--- src/rtl/writeback_unit.sv ---
// Registered writeback stage: selects ALU / load / PC+4 / CSR result and drives the register-file write port.
// Latency: one cycle from accept (non-load) or from mem_rvalid (load) to the rf_we pulse.
// Backpressure: in_ready drops while a load waits for its read response; flush cancels the wait and drops the input.
module writeback_unit #(
    parameter int DATA_W       = 32,
    parameter int REG_ADDR_W   = 5,
    parameter int CNT_W        = 32,
    parameter bit X0_HARDWIRED = 1'b1
) (
    input  logic                  clk,
    input  logic                  rst_n,
    input  logic                  flush,
    input  logic                  in_valid,
    output logic                  in_ready,
    input  logic [1:0]            result_set,
    input  logic [DATA_W-1:0]     alu_result,
    input  logic [DATA_W-1:0]     pc_plus4,
    input  logic [DATA_W-1:0]     csr_data,
    input  logic [2:0]            load_funct3,
    input  logic [REG_ADDR_W-1:0] rd,
    input  logic                  reg_write,
    input  logic                  mem_rvalid,
    input  logic [DATA_W-1:0]     mem_rdata,
    output logic                  rf_we,
    output logic [REG_ADDR_W-1:0] rf_waddr,
    output logic [DATA_W-1:0]     rf_wdata,
    output logic [CNT_W-1:0]      retire_count
);

    typedef enum logic [0:0] {
        IDLE     = 1'b0,
        WAIT_MEM = 1'b1
    } state_t;

    state_t                state_q, state_d;
    logic                  rf_we_q, rf_we_d;
    logic [REG_ADDR_W-1:0] rf_waddr_q, rf_waddr_d;
    logic [DATA_W-1:0]     rf_wdata_q, rf_wdata_d;
    logic [CNT_W-1:0]      cnt_q, cnt_d;

    // Load context captured at accept time, consumed when the response arrives.
    logic [REG_ADDR_W-1:0] ld_rd_q, ld_rd_d;
    logic                  ld_we_q, ld_we_d;
    logic [2:0]            ld_f3_q, ld_f3_d;
    logic [1:0]            ld_off_q, ld_off_d;

    logic [DATA_W-1:0]     sel_data;
    logic [DATA_W-1:0]     load_data;
    logic [7:0]            ld_byte;
    logic [15:0]           ld_half;
    logic                  acc_we;
    logic                  ld_gated_we;

    // Non-load result mux; result_set 01 never reaches this path.
    always_comb begin
        sel_data = alu_result;
        case (result_set)
            2'b10:   sel_data = pc_plus4;
            2'b11:   sel_data = csr_data;
            default: sel_data = alu_result;
        endcase
    end

    // Sub-word alignment and extension of the read word; half select uses off[1] only.
    always_comb begin
        ld_byte   = mem_rdata[{ld_off_q, 3'b000} +: 8];
        ld_half   = mem_rdata[{ld_off_q[1], 4'b0000} +: 16];
        load_data = mem_rdata;
        case (ld_f3_q)
            3'b000:  load_data = {{(DATA_W-8){ld_byte[7]}}, ld_byte};
            3'b100:  load_data = {{(DATA_W-8){1'b0}}, ld_byte};
            3'b001:  load_data = {{(DATA_W-16){ld_half[15]}}, ld_half};
            3'b101:  load_data = {{(DATA_W-16){1'b0}}, ld_half};
            default: load_data = mem_rdata;
        endcase
    end

    // Write-enable gating: x0 writes are dropped when the zero register is hardwired.
    always_comb begin
        acc_we      = reg_write & ~(X0_HARDWIRED && (rd == '0));
        ld_gated_we = ld_we_q   & ~(X0_HARDWIRED && (ld_rd_q == '0));
    end

    // Next-state and output computation for the IDLE / WAIT_MEM controller.
    always_comb begin
        state_d    = state_q;
        rf_we_d    = 1'b0;
        rf_waddr_d = rf_waddr_q;
        rf_wdata_d = rf_wdata_q;
        cnt_d      = cnt_q;
        ld_rd_d    = ld_rd_q;
        ld_we_d    = ld_we_q;
        ld_f3_d    = ld_f3_q;
        ld_off_d   = ld_off_q;
        in_ready   = (state_q == IDLE);

        case (state_q)
            IDLE: begin
                if (in_valid && !flush) begin
                    if (result_set == 2'b01) begin
                        ld_rd_d  = rd;
                        ld_we_d  = reg_write;
                        ld_f3_d  = load_funct3;
                        ld_off_d = alu_result[1:0];
                        state_d  = WAIT_MEM;
                    end else begin
                        rf_we_d = acc_we;
                        if (acc_we) begin
                            rf_waddr_d = rd;
                            rf_wdata_d = sel_data;
                        end
                        cnt_d = cnt_q + CNT_W'(1);
                    end
                end
            end
            WAIT_MEM: begin
                // flush has priority over a same-cycle response
                if (flush) begin
                    state_d = IDLE;
                end else if (mem_rvalid) begin
                    rf_we_d = ld_gated_we;
                    if (ld_gated_we) begin
                        rf_waddr_d = ld_rd_q;
                        rf_wdata_d = load_data;
                    end
                    cnt_d   = cnt_q + CNT_W'(1);
                    state_d = IDLE;
                end
            end
            default: state_d = IDLE;
        endcase
    end

    // State, output and load-context registers.
    always_ff @(posedge clk or negedge rst_n) begin
        if (!rst_n) begin
            state_q    <= IDLE;
            rf_we_q    <= 1'b0;
            rf_waddr_q <= '0;
            rf_wdata_q <= '0;
            cnt_q      <= '0;
            ld_rd_q    <= '0;
            ld_we_q    <= 1'b0;
            ld_f3_q    <= '0;
            ld_off_q   <= '0;
        end else begin
            state_q    <= state_d;
            rf_we_q    <= rf_we_d;
            rf_waddr_q <= rf_waddr_d;
            rf_wdata_q <= rf_wdata_d;
            cnt_q      <= cnt_d;
            ld_rd_q    <= ld_rd_d;
            ld_we_q    <= ld_we_d;
            ld_f3_q    <= ld_f3_d;
            ld_off_q   <= ld_off_d;
        end
    end

    assign rf_we        = rf_we_q;
    assign rf_waddr     = rf_waddr_q;
    assign rf_wdata     = rf_wdata_q;
    assign retire_count = cnt_q;

endmodule

--- config.mk ---
export PLATFORM = sky130hd
export DESIGN_NAME = writeback_unit
export DESIGN_NICKNAME = d
export VERILOG_FILES = /design/src/rtl/writeback_unit.sv
export SDC_FILE = /design/constraint.sdc
export NUM_CORES = 1
export LEC_CHECK = 0
export ABC_AREA = 1
export CORE_MARGIN = 4
export CORE_UTILIZATION = 48
export DETAILED_ROUTE_END_ITERATION = 12
export HOLD_SLACK_MARGIN = 0.15
export MAX_ROUTING_LAYER = met4
export PLACE_DENSITY = 0.95
export SYNTH_ARGS = -nofsm -noshare
export SYNTH_HDL_FRONTEND = slang
export SYNTH_SLANG_ARGS = --single-unit
--- constraint.sdc ---
create_clock -name clk -period 3.1 [get_ports clk]
set_input_delay 0.775 -clock clk [delete_from_list [all_inputs] [get_ports clk]]
set_output_delay 0.775 -clock clk [all_outputs]
set_load 0.03 [all_outputs]
==> flow_summary.toml, run 1 <==
[sta]
max_freq_mhz = 433
fin_crit_ps = 2310
hold_ws_ps = 477
tightest_slew_ps = 1050
rsz0062_at_grt = "false"
skew_ps = 6.37
setup_viol = 0
hold_viol_final = 0
worst_slack_ps = 789
tns_ps = 0
slew_headroom_pct = 29.9
slew_viol_final = 0
min_period_over_period_pct = 74.5

[drt]
drt_iter0_markers = 682
drtAntennaViolNets = 0
vias = 6550
routed_wl_um = 19000
viasPerCell = 5.40
drc = 0
wire_per_inst_um = 15.7
first_pass_iters = 8

[clocking]
cts_hold_buf = 0
clock-sinks = 82
clock_latency_ps = 330
cts_setup_buffers = 0
h-tree-depth = 3
cts_root_buf = "clkbuf_16"
ctsResizeCount = 0
tritoncts = "done"
cts-buffers-inserted = 9
cts_buffer_depth = 2
clkTransAtPathRegs_ps = 60

[power]
pwr-share-clk_pct = 28.1
p_int_mw = 2.57
power.density_mw_per_mm2 = 498
irDropWorstVdd_mv = 0.335
sw_frac_of_total_pct = 35.6
p_leak_nw = 3.64
power_switching_mw = 1.42
power_frac_comb_pct = 36.3
power.share.sequential_pct = 35.6

[placement]
place.gp.congestion = 0.965
dp_hpwl_um = 14300
dpl_worst_slack_ps = 564
place_area_mm2 = 0.00769
portBuffers = 214

[synth]
synthCells = 875
synth-simple-area-share_pct = 45.9
ys_ff_latch = 82
synth.top_cells.by_count = "nand2_1, nand3_1, dfrtp_1"
syn_nets = 1020
synthMuxAreaShare_pct = 0.407
syn_avg_cell_area_um2 = 6.32
yosysMostFrequentCell = "nand2_1"
ys_types = 24
synth_xor_xnor_area_share_pct = 2.38
synth_fa_ha_area_share_pct = 0.226
synth_top_cell_area_share_pct = 37.1
synth_area_leaders = "dfrtp_1, nand2_1, nand3_1, a21oi_1, nor2_1"
synth-compound-area-share_pct = 7.37
synth-edff-count = 0
ys_warn_count = 0
syn_area_mm2 = 0.00553
synthArstFlopShare_pct = 100
synth-seq-area-share_pct = 37.1
synthFlopType = "dfrtp_1"
synth_top_cell_by_area = "dfrtp_1"
synth_top_family_by_area = "simple AND/OR/NAND/NOR gates"

[setup_path]
crit_slowest_cell = "clkdlybuf4s50_1"
cp_max_fo = 5
critical_path_buf_inv_count = 1
arrival_ps = 1540
required_ps = 2320
path_class = "reg -> out"
critPathLaunchType = "flip-flop"
reg2reg_depth = 9
cp_num_cells = 1
r2r_slack_ps = 1040
cp_cell_sequence = "clkdlybuf4s50_1"
cp_top_family = "buffers and inverters"
slowest_delay_ps = 720
cp-end-kind = "primary output"

[worst_hold_path]
hp-class = "reg -> reg"
hold_depth = 2

[floorplanning]
core_mm2 = 0.0111
fp.dieW_um = 115
rows = 38
fp.dieH_um = 115
io_pins = 215
die_area_mm2 = 0.0133
initial_core_util_pct = 49.9

[finish]
final_area_mm2 = 0.00800
nets = 1215
fin_util_pct = 72.2
drive_gt1_share_pct = 4.38
layout.area.seq_mm2 = 0.00205
n_antenna_cell = 0
multi_input_area_mm2 = 0.00311
fillCellCount = 858
syn_to_final_growth_pct = 44.7

[global_route]
antenna_found_initial = 0
grt_pass1_wl_um = 29900
grt_pass1_vias = 5966
grt_overflow = 0
grt_max_degree = 83
grt_usage_pct = 29.1

[job]
cap_violations = 0

[run_status]
outcome = "finished, final reports clean"
power groups by stage:
stage	clock (mW)	sequential, mW	combinational (mW)
after CTS	1.13	1.42	1.44
after detailed placement	0	1.43	1.44
after floorplan	0	1.72	0.466
final	1.12	1.42	1.45
after global placement	0	1.43	1.41
after global routing	1.18	1.44	1.55
cell type report:
class	instances	area share [%]
repair buffers	224	27.7
flip-flops and latches	82	25.6
well taps	140	2.19
clock inverters	5	1.02
inverters	37	1.74
multi-input cells	716	38.9
clock buffers	9	2.81
per-stage QoR:
step                      cells  power (mW)
final                      1213        3.98
after floorplan             875        2.19
after global routing       1213        4.18
after CTS                  1213        3.99
after global placement     1199        2.84
after detailed placement   1199        2.87
layout by cell type (no fill, tap or decap):
master / Yosys / final
inv_1: 29 / 29
clkinvlp_4: 0 / 1
nand2_1: 417 / 417
nor2_2: 9 / 9
nand3_1: 100 / 100
ha_1: 1 / 1
nor3_1: 2 / 2
nand2_2: 3 / 3
nand4_1: 4 / 4
clkbuf_16: 0 / 9
a21oi_1: 56 / 56
o21ai_1: 4 / 4
clkinv_4: 0 / 1
nor2_1: 69 / 69
clkdlybuf4s50_1: 0 / 213
xnor2_1: 4 / 4
bufinv_16: 0 / 2
xor2_1: 11 / 11
o21ai_0: 18 / 18
mux2_2: 2 / 2
clkinv_2: 0 / 1
dfrtp_1: 82 / 82
buf_4: 5 / 11
nand3b_1: 14 / 14
inv_2: 8 / 8
o2111ai_1: 2 / 2
state kept, by name, indices dropped and copies added, names as in the netlist:
name          count
ld_we_q           1
ld_rd_q           5
ld_off_q          2
rf_wdata         32
rf_we             1
rf_waddr          5
ld_f3_q           3
retire_count     32
state_q           1
worst paths after layout:
kind,startpoint,end
max in group asynchronous,rst_n,retire_count[10]
max reg2reg,state_q,rf_wdata[1]
min in group asynchronous,rst_n,rf_wdata[8]
min reg2reg,rf_wdata[22],rf_wdata[22]
max,retire_count[12],retire_count[12]
min,rf_wdata[22],rf_wdata[22]
per-layer routing:
layer	GRT usage [%]	share of wire (%)
met1	37.7	41
met2	46.0	48
met3	5.79	9.2
met4	9.39	2.5
met5	-	0
kinds of logic (layout without fill, tap and decap cells):
group	Yosys count	in the layout
XOR/XNOR	15	15
flip-flops	82	82
multiplexers	2	2
buffers and inverters	77	275
AO/OA/AOI/OAI	80	80
AND/OR/NAND/NOR	618	618
adder cells (fa/ha/maj)	1	1
Power figures use the tool's default switching activity.
==> run 2, diff against run 1 <==
--- a/config.mk
+++ b/config.mk
@@ -7,11 +7,11 @@
 export LEC_CHECK = 0
 export ABC_AREA = 1
 export CORE_MARGIN = 4
-export CORE_UTILIZATION = 48
+export CORE_UTILIZATION = 45
 export DETAILED_ROUTE_END_ITERATION = 12
 export HOLD_SLACK_MARGIN = 0.15
 export MAX_ROUTING_LAYER = met4
-export PLACE_DENSITY = 0.95
+export PLACE_DENSITY = 0.91
 export SYNTH_ARGS = -nofsm -noshare
 export SYNTH_HDL_FRONTEND = slang
 export SYNTH_SLANG_ARGS = --single-unit
==> constraint.sdc (replaced) <==
create_clock -name clk -period 2.2 [get_ports clk]
set_input_delay 0.55 -clock clk [delete_from_list [all_inputs] [get_ports clk]]
set_output_delay 0.55 -clock clk [all_outputs]
set_load 0.03 [all_outputs]
==> run 2 against run 1 <==
  * Clock power grew 29%
  * First-iteration DRC count down 16%
  * Power grew 39%
  * Global-route usage shrank 0.38 points
  * Core utilization shrank 4.2 points
  * Critical path depth did not move
  * Via count decreased by 0.63%
==> flow_summary.toml, run 2 (same netlist as run 1, synthesis figures left out) <==
[drt]
first_pass_iters = 5
viasPerCell = 5.27
drc = 0
drt_iter0_markers = 574
wire_per_inst_um = 16.2
vias = 6509
routed_wl_um = 20000
drtAntennaViolNets = 0

[finish]
fillCellCount = 1028
final_common_cell = "nand2_1"
n_antenna_cell = 0
drive_gt1_share_pct = 5.52
syn_to_final_growth_pct = 47.7
layout_common_cells = "nand2_1, clkdlybuf4s50_1, nand3_1, dfrtp_1, nor2_1"
nets = 1228
multi_input_area_mm2 = 0.00311
layout.area.seq_mm2 = 0.00205

[worst_hold_path]
hp-class = "reg -> reg"

[sta]
tightest_slew_ps = 557
fin_crit_ps = 2090
slew_headroom_pct = 62.9
slew_viol_final = 0
skew_ps = 10.8
min_period_over_period_pct = 95.2
max_freq_mhz = 478
hold_viol_final = 0
rsz0062_at_grt = "false"
tns_ps = 0
setup_viol = 0
hold_ws_ps = 475
worst_slack_ps = 107

[job]
cap_violations = 0

[clocking]
h-tree-depth = 3
cts-buffers-inserted = 9
clkTransAtPathRegs_ps = 60
cts_root_buf = "clkbuf_16"
cts_buffer_depth = 2
tritoncts = "done"
clock-sinks = 82
clock_latency_ps = 350

[power]
p_leak_nw = 3.72
p_int_mw = 3.46
irDropWorstVdd_mv = 0.420
power_switching_mw = 2.07
power_mw = 5.53
power.share.sequential_pct = 36.6
power_frac_comb_pct = 37.3
pwr-share-clk_pct = 26.1
power.density_mw_per_mm2 = 677
sw_frac_of_total_pct = 37.5

[floorplanning]
rows = 40
core_mm2 = 0.0120
io_pins = 215
fp.dieW_um = 119
initial_core_util_pct = 46.1
die_area_mm2 = 0.0141
fp.dieH_um = 119

[setup_path]
required_ps = 1650
cp_max_fo = 6
critPathLaunchType = "flip-flop"
cp-end-kind = "primary output"
arrival_ps = 1540
critical_path_buf_inv_count = 1
crit_slowest_cell = "clkdlybuf4s50_1"
slowest_delay_ps = 720
cp_top_family = "buffers and inverters"
path_class = "reg -> out"
cp_cell_sequence = "clkdlybuf4s50_1"

[placement]
place.gp.congestion = 0.975
dpl_worst_slack_ps = 42.7
portBuffers = 214
dp_hpwl_um = 15000

[global_route]
grt_pass1_vias = 6175
grt_overflow = 0
antenna_found_initial = 0
grt_max_degree = 40
grt_usage_pct = 28.7
grt_pass1_wl_um = 31700

[run_status]
outcome = "finished, final reports clean"
-- run 2: area by class of cell --
class	count	area share (%)
clock buffers	10	2.92
clock inverters	5	0.505
repair buffers	237	29.4
multi-input cells	716	38.1
inverters	37	1.70
flip-flops and latches	82	25.1
well taps	147	2.25
-- run 2: power by group through the flow --
stage          clock network, mW  registers (mW)  logic [mW]
5_1_grt                     1.52            2.05        2.22
3_5_place_dp                   0            2.04        2.05
4_1_cts                     1.46            2.01        2.06
6_report                    1.45            2.02        2.06
2_1_floorplan                  0            2.42       0.657
3_3_place_gp                   0            2.04        2.02
-- run 2: tightest hold or removal path: cells and delay by family (launching register included) --
kind	cells	cell delay (ps)
flip-flops	1	350
AND/OR/NAND/NOR	2	100
-- run 2: path summary, 6_finish.rpt --
kind / start / endpoint / slack [ps] / cells past startpoint
setup / recovery: retire_count[21] / retire_count[21] / 110 / 1
hold reg to reg: rf_waddr[0] / rf_waddr[0] / 480 / 2
hold / removal: rf_waddr[0] / rf_waddr[0] / 480 / 2
min in group asynchronous: rst_n / rf_wdata[10] / 680 / 2
max in group asynchronous: rst_n / retire_count[28] / 930 / 3
setup reg to reg: state_q / retire_count[8] / 350 / 7
-- run 2: through the flow --
step	utilization (%)	std cells	area [um^2]
after floorplan	-	875	5530
final	68.0	1234	8170
after CTS	68.0	1234	8170
after global placement	65.6	1218	7880
after detailed placement	65.6	1218	7880
after global routing	68.0	1234	8170
-- run 2: routing by layer --
metal,up-vias,global-route usage (%),routed length [um]
li1,3203,-,-
met1,2960,37.1,8470
met5,-,-,0
met4,0,10.6,626
met2,295,46.1,9490
met3,51,4.32,1400
-- run 2: repair_timing --
item / CTS / global route
setup buffers: 0 / 0
hold buffers: 1 / 0
resized for setup: 0 / 0
hold endpoints to repair: 4 / 0
